**src/rtl/swap_gain_eval_pkg.sv**
```systemverilog
// Shared types, constants and the edge table for the swap gain evaluator.
package swap_gain_eval_pkg;

  typedef logic [7:0]  coord_t;
  typedef logic [8:0]  dist_t;
  typedef logic [31:0] cost_t;
  typedef logic [16:0] rad_t;

  localparam int unsigned ISQRT_ITERS = 9;
  localparam int unsigned NUM_PTS     = 6;

  typedef enum logic [1:0] {StReset, StEdge, StCmp, StDone} state_e;

  typedef struct packed {
    logic [2:0] p;
    logic [2:0] q;
  } pair_t;

  // Old-path edges come first, new-path edges second (0-based point indices).
  function automatic pair_t edge_pair(input logic adjacent, input logic [2:0] idx);
    pair_t pr;
    pr = '0;
    if (adjacent) begin
      unique case (idx[1:0])
        2'd0:    pr = {3'd0, 3'd1};
        2'd1:    pr = {3'd2, 3'd3};
        2'd2:    pr = {3'd0, 3'd2};
        default: pr = {3'd1, 3'd3};
      endcase
    end else begin
      unique case (idx)
        3'd0:    pr = {3'd0, 3'd1};
        3'd1:    pr = {3'd1, 3'd2};
        3'd2:    pr = {3'd3, 3'd4};
        3'd3:    pr = {3'd4, 3'd5};
        3'd4:    pr = {3'd0, 3'd4};
        3'd5:    pr = {3'd4, 3'd2};
        3'd6:    pr = {3'd3, 3'd1};
        default: pr = {3'd1, 3'd5};
      endcase
    end
    return pr;
  endfunction

  function automatic coord_t abs_diff(input coord_t a, input coord_t b);
    return (a > b) ? a - b : b - a;
  endfunction

endpackage

```
**src/rtl/swap_gain_eval_if.sv**
```systemverilog
// Coordinate inputs and result outputs of one swap gain evaluator.
interface swap_gain_eval_if;
  import swap_gain_eval_pkg::*;

  coord_t x [NUM_PTS];
  coord_t y [NUM_PTS];
  logic   res;
  logic   complete;
  cost_t  difference;

  modport master (output x, output y, input res, input complete, input difference);
  modport slave  (input x, input y, output res, output complete, output difference);
endinterface

```
**src/rtl/swap_gain_eval_isqrt.sv**
```systemverilog
// Bit-serial restoring integer square root: 17b radicand to 9b floor root in 9 cycles.
module swap_gain_eval_isqrt
  import swap_gain_eval_pkg::*;
(
  input  logic  clk,
  input  logic  rst,
  input  logic  start,
  input  rad_t  radicand,
  output logic  busy,
  output logic  done,
  output dist_t root
);
  localparam logic [3:0] LastIter = 4'(ISQRT_ITERS - 1);

  logic [17:0] rad_q;
  logic [10:0] rem_q;
  dist_t       root_q;
  logic [3:0]  cnt_q;
  logic        busy_q;

  logic [12:0] rem_sh, trial, rem_sub;
  logic [10:0] rem_n;
  dist_t       root_n;

  always_comb begin
    rem_sh  = {rem_q, rad_q[17:16]};
    trial   = {2'b00, root_q, 2'b01};
    rem_sub = rem_sh - trial;
    if (rem_sh >= trial) begin
      rem_n  = rem_sub[10:0];
      root_n = {root_q[7:0], 1'b1};
    end else begin
      rem_n  = rem_sh[10:0];
      root_n = {root_q[7:0], 1'b0};
    end
  end

  always_ff @(posedge clk) begin
    if (rst) begin
      busy_q <= 1'b0;
      cnt_q  <= '0;
      rad_q  <= '0;
      rem_q  <= '0;
      root_q <= '0;
    end else if (start) begin
      busy_q <= 1'b1;
      cnt_q  <= '0;
      rad_q  <= {1'b0, radicand};
      rem_q  <= '0;
      root_q <= '0;
    end else if (busy_q) begin
      rad_q  <= {rad_q[15:0], 2'b00};
      rem_q  <= rem_n;
      root_q <= root_n;
      cnt_q  <= cnt_q + 4'd1;
      if (cnt_q == LastIter) busy_q <= 1'b0;
    end
  end

  // The final root is presented combinationally on the last iteration cycle.
  assign busy = busy_q;
  assign done = busy_q && (cnt_q == LastIter);
  assign root = root_n;

endmodule

```
**src/rtl/swap_gain_eval.sv**
```systemverilog
// Evaluates one 2-opt vertex swap: sums old and new path edge lengths and reports the gain.
module swap_gain_eval
  import swap_gain_eval_pkg::*;
#(
  parameter bit ADJACENT = 1'b0
) (
  input logic            clk,
  input logic            rst,
  swap_gain_eval_if.slave bus
);
  localparam logic [2:0] LastEdge = ADJACENT ? 3'd3 : 3'd7;
  localparam logic [2:0] FirstNew = ADJACENT ? 3'd2 : 3'd4;

  state_e     state_q, state_d;
  coord_t     xs_q [NUM_PTS];
  coord_t     ys_q [NUM_PTS];
  logic [2:0] edge_q, edge_d;
  logic       setup_q, setup_d;
  cost_t      old_q, old_d, new_q, new_d, diff_q, diff_d;
  logic       res_q, res_d, complete_q, complete_d;

  pair_t      pr;
  coord_t     dx, dy;
  logic [15:0] sqx, sqy;
  rad_t       radicand;
  logic       sqrt_start, sqrt_busy, sqrt_done;
  dist_t      root;

  swap_gain_eval_isqrt u_isqrt (
    .clk      (clk),
    .rst      (rst),
    .start    (sqrt_start),
    .radicand (radicand),
    .busy     (sqrt_busy),
    .done     (sqrt_done),
    .root     (root)
  );

  always_comb begin
    pr       = edge_pair(ADJACENT, edge_q);
    dx       = abs_diff(xs_q[pr.p], xs_q[pr.q]);
    dy       = abs_diff(ys_q[pr.p], ys_q[pr.q]);
    sqx      = {8'd0, dx} * {8'd0, dx};
    sqy      = {8'd0, dy} * {8'd0, dy};
    radicand = {1'b0, sqx} + {1'b0, sqy};

    state_d    = state_q;
    edge_d     = edge_q;
    setup_d    = setup_q;
    old_d      = old_q;
    new_d      = new_q;
    res_d      = res_q;
    diff_d     = diff_q;
    complete_d = complete_q;
    sqrt_start = 1'b0;

    unique case (state_q)
      // First cycle out of reset doubles as the setup cycle of edge 0.
      StReset: begin
        sqrt_start = 1'b1;
        state_d    = StEdge;
      end
      StEdge: begin
        if (setup_q && !sqrt_busy) begin
          sqrt_start = 1'b1;
          setup_d    = 1'b0;
        end
        if (sqrt_done) begin
          if (edge_q < FirstNew) old_d = old_q + {23'd0, root};
          else                   new_d = new_q + {23'd0, root};
          setup_d = 1'b1;
          if (edge_q == LastEdge) state_d = StCmp;
          else                    edge_d  = edge_q + 3'd1;
        end
      end
      StCmp: begin
        res_d      = new_q < old_q;
        diff_d     = (new_q < old_q) ? old_q - new_q : '0;
        complete_d = 1'b1;
        state_d    = StDone;
      end
      StDone:  state_d = StDone;
      default: state_d = StReset;
    endcase

    if (rst) begin
      state_d    = StReset;
      edge_d     = '0;
      setup_d    = 1'b0;
      old_d      = '0;
      new_d      = '0;
      res_d      = 1'b0;
      diff_d     = '0;
      complete_d = 1'b0;
      sqrt_start = 1'b0;
    end
  end

  always_ff @(posedge clk) begin
    if (rst) begin
      xs_q <= bus.x;
      ys_q <= bus.y;
    end
    state_q    <= state_d;
    edge_q     <= edge_d;
    setup_q    <= setup_d;
    old_q      <= old_d;
    new_q      <= new_d;
    res_q      <= res_d;
    diff_q     <= diff_d;
    complete_q <= complete_d;
  end

  assign bus.res        = res_q;
  assign bus.complete   = complete_q;
  assign bus.difference = diff_q;

endmodule

```
**src/flat_wrapper.sv**
```systemverilog
// flat-port wrapper written by rule: the top's interface ports become plain ports
module swap_gain_eval_flat import swap_gain_eval_pkg::*;
#(
  parameter bit ADJACENT = 1'b0
)
  (clk, rst, bus_x, bus_y, bus_res, bus_complete, bus_difference);
  swap_gain_eval_if bus_i ();
  input logic clk;
  input logic rst;
  input wire logic [$bits(bus_i.x)-1:0] bus_x;
  input wire logic [$bits(bus_i.y)-1:0] bus_y;
  output wire logic [$bits(bus_i.res)-1:0] bus_res;
  output wire logic [$bits(bus_i.complete)-1:0] bus_complete;
  output wire logic [$bits(bus_i.difference)-1:0] bus_difference;
  assign bus_i.x = {>>{bus_x}};
  assign bus_i.y = {>>{bus_y}};
  assign bus_res = bus_i.res;
  assign bus_complete = bus_i.complete;
  assign bus_difference = bus_i.difference;
  swap_gain_eval #(.ADJACENT(ADJACENT)) u_core (.clk(clk), .rst(rst), .bus(bus_i));
endmodule
```
**config.mk**
```make
export PLATFORM = sky130hd
export DESIGN_NAME = swap_gain_eval_flat
export DESIGN_NICKNAME = d
export VERILOG_FILES = /design/src/rtl/swap_gain_eval_pkg.sv /design/src/rtl/swap_gain_eval_if.sv /design/src/rtl/swap_gain_eval_isqrt.sv /design/src/rtl/swap_gain_eval.sv /design/src/flat_wrapper.sv
export SDC_FILE = /design/constraint.sdc
export NUM_CORES = 1
export LEC_CHECK = 0
export ABC_CLOCK_PERIOD_IN_PS = 25800
export CORE_UTILIZATION = 30
export CTS_BUF_LIST = sky130_fd_sc_hd__clkbuf_8
export CTS_CLUSTER_DIAMETER = 50
export DETAILED_ROUTE_END_ITERATION = 10
export DONT_BUFFER_PORTS = 1
export SYNTH_ARGS = -nofsm -noshare
export SYNTH_HDL_FRONTEND = slang
export SYNTH_SLANG_ARGS = --single-unit
```
**constraint.sdc**
```tcl
create_clock -name clk -period 25.8 [get_ports clk]
set_input_delay 5.16 -clock clk [delete_from_list [all_inputs] [get_ports clk]]
set_output_delay 5.16 -clock clk [all_outputs]
set_load 0.02 [all_outputs]
```
==> results_dict.tcl <==
set metrics [dict create \
    instances_no_fill 2680 \
    endpoint "u_core.u_isqrt.rad_q[15]" \
    cap_violations 0 \
    end_kind "register" \
    cp-start-kind "register" \
    grt_max_degree 220 \
    rsz0062_at_grt "no" \
    finalSetupViolCount 0 \
    port_buffers 0 \
    num_rows 89 \
    wire_per_inst_um 15.22 \
    cpPeakStageDelay_ps 700 \
    ys_seq_area_frac 0.3237 \
    tns_ps 0 \
    hold_buffers 0 \
    cts_buffer_depth 3 \
    hold_viol 0 \
    critPathKind "register to register" \
    critPathLaunch "u_core.edge_q[0]" \
    drc 0 \
    finalWeightedCongestion 0.8859 \
    dp_hpwl_um 30900 \
    io_pins 132 \
    root_buffer "clkbuf_8" \
    grt_use_met1 0.1762 \
    vias 13160 \
    worst-path-stages 38 \
    path_buf_inv 8 \
    tightest_slew_ps 1146 \
    synth_cell_type_count 95 \
    rrSetupSlack_ps 15280 \
    cp.arrival_ps 10960 \
    grt-busiest-layer "met2" \
    hold_path_class "register to register" \
    final_cell_mix "251 x inv_1, 228 x nor2_1, 152 x ha_1, 146 x dfxtp_1, 112 x a21oi_1" \
    synth_edf_count 96 \
    drtAntennaViolNets 0 \
    clock_latency_ps 590 \
    viasPerCell 4.910 \
    fmax_mhz 95.06 \
    crit_family "adder cells" \
    grt_overflow 0 \
    die_area_um2 60970 \
    die_y_um 246.9 \
    htreeDepth 2 \
    yosys_warnings 0 \
    period_share 0.4078 \
    worst_r2r_path_depth 38 \
    max-slew-margin-rel 0.2294 \
    core_area_um2 59130 \
    worstReg2RegEnd "u_core.u_isqrt.rad_q[15]" \
    numCtsBuffers 43 \
    synth_ff_type "dfxtp_1" \
    wl_um 40780 \
    grt_pass1_vias 13170 \
    fin_skew_ps 21.77 \
    r2r-start "u_core.edge_q[0]" \
    cts.sinks 243 \
    maxSlewViolCount 0 \
    cts_setup_buffers 0 \
    crit_required_ps 26240 \
    start_util 0.3044 \
    clkSlewWorstSetupHoldPaths_ps 70 \
    areaGrowthSynthToFinish_pct 8.398 \
    grt_first_pass_wirelength_um 66660 \
    async_flop_share 0 \
    syn-num-nets 2228 \
    layout.nets 2208 \
    grtUsageMet2 0.2173 \
    grt_antenna_before_repair 1 \
    cp_max_fo 36 \
    use_met3 0.02247 \
    die_w_um 246.9 \
    place_inst 2603 \
    grt.total_usage 0.1329 \
    avgSynthCellArea_um2 9.497 \
    crit_slowest_cell "xnor2_1" \
    synthCells 1895 \
    drive_above_1_share 0.08709 \
    period_needed_ps 10520 \
    drt_iter0_drc 640 \
    syn-cell-area_um2 18000 \
    outcome "completed" \
    firstDrtPassIters 5 \
    cts_resized 0 \
    tritoncts "yes" \
    final_common_cell "inv_1" \
    ys_ff_latch 243 \
    fill_cells 5990 \
]
==> cell type report <==
type	instances	area (um2)	share of cell area
diodes	1	2.502	0.0001283
inverters	236	885.9	0.04541
clock inverters	31	188.9	0.009684
flip-flops and latches	243	5827	0.2987
multi-input cells	1344	10970	0.5621
well taps	773	967.2	0.04958
repair buffers	7	52.55	0.002694
clock buffers	45	619.3	0.03175
==> synthesized netlist by cell type, types with 6 or more instances <==
cell type | count | area [um2]
fa_1 | 83 | 1662
mux2i_1 | 83 | 830.8
buf_1 | 6 | 22.52
edfxtp_1 | 96 | 2883
o2111ai_1 | 8 | 70.07
nor2_1 | 229 | 859.6
and2_1 | 6 | 37.54
clkbuf_1 | 46 | 172.7
nand2b_1 | 24 | 150.1
o21bai_1 | 10 | 75.07
a21boi_0 | 7 | 52.55
buf_2 | 11 | 55.05
inv_1 | 235 | 882.1
o21a_1 | 6 | 45.04
o22ai_1 | 15 | 93.84
a22o_2 | 8 | 80.08
mux4_2 | 16 | 360.4
nor2b_1 | 24 | 150.1
nand3_1 | 15 | 75.07
xor2_1 | 32 | 280.3
a21oi_1 | 112 | 560.5
dfxtp_1 | 147 | 2943
nand2_1 | 103 | 386.6
or3_1 | 9 | 56.30
a211oi_1 | 25 | 187.7
nor3_1 | 27 | 135.1
ha_1 | 152 | 1902
and3_1 | 14 | 87.58
a22oi_2 | 20 | 250.2
mux2_2 | 11 | 123.9
o21ai_0 | 59 | 295.3
xnor2_1 | 75 | 656.9
nand4_1 | 18 | 112.6
a21o_1 | 44 | 330.3
==> metrics by stage <==
step           utilization  setup slack [ps]  hold slack, ps  cell area [um2]
4_1_cts             0.3299             15290           480.3            19510
3_5_place_dp        0.3162             15330           471.7            18700
5_1_grt             0.3299             14540           494.5            19510
6_report            0.3299             15280           477.2            19510
3_3_place_gp        0.3162             15550           462.9            18700
2_1_floorplan            -             16510           448.6            18000
==> logic make-up (layout without fill, tap and decap cells) <==
| logic type | count (synthesis) | in the layout | synth area share |
|---|---|---|---|
| fa+ha+maj | 235 | 235 | 0.1980 |
| buf+inv | 308 | 319 | 0.06778 |
| simple gates | 509 | 509 | 0.1336 |
| flops | 243 | 243 | 0.3237 |
| mux | 111 | 111 | 0.07383 |
| xor+xnor | 110 | 110 | 0.05478 |
| other cells | 0 | 1 | 0 |
| compound gates | 379 | 379 | 0.1484 |
==> layer usage <==
layer  wire, um  up-vias
met4       1098        0
met3       1788       74
met2      19050      278
li1           -     6481
met1      18840     6327
met5          0        -
==> how the worst min path moves through the flow <==
stage | from | endpoint | slack (ps) | cells past startpoint
floorplan | u_core.new_q[3] | u_core.new_q[3] | 450 | 2
global placement | u_core.new_q[5] | u_core.new_q[5] | 460 | 2
detailed placement | u_core.new_q[5] | u_core.new_q[5] | 470 | 2
CTS | u_core.new_q[5] | u_core.new_q[5] | 480 | 2
global route | u_core.new_q[3] | u_core.new_q[3] | 490 | 2
finish | u_core.old_q[8] | u_core.old_q[8] | 480 | 2
==> worst register-to-register path, delay by kind of cell (launching register included) <==
| kind | cells | cell delay (ps) |
|---|---|---|
| compound gates | 13 | 3290 |
| xor+xnor | 1 | 700 |
| fa+ha+maj | 9 | 3950 |
| buf+inv | 8 | 750 |
| flops | 1 | 390 |
| mux | 1 | 160 |
| simple gates | 6 | 1160 |
==> sequential cells by signal, indices dropped and copies added (netlist names) <==
| signal | count |
|---|---|
| u_core.setup_q | 1 |
| u_core.bus.complete | 1 |
| u_core.old_q | 32 |
| u_core.u_isqrt.root_q | 9 |
| u_core.ys_q | 48 |
| u_core.bus.difference | 32 |
| u_core.bus.res | 1 |
| u_core.new_q | 32 |
| u_core.u_isqrt.busy | 1 |
| u_core.xs_q | 48 |
| u_core.u_isqrt.rem_q | 11 |
| u_core.u_isqrt.rad_q | 18 |
| u_core.edge_q | 3 |
| u_core.state_q | 2 |
| u_core.u_isqrt.cnt_q | 4 |
Power is not shown: default switching activity piles up to over one toggle a cycle in this logic, so the estimate is an artifact.
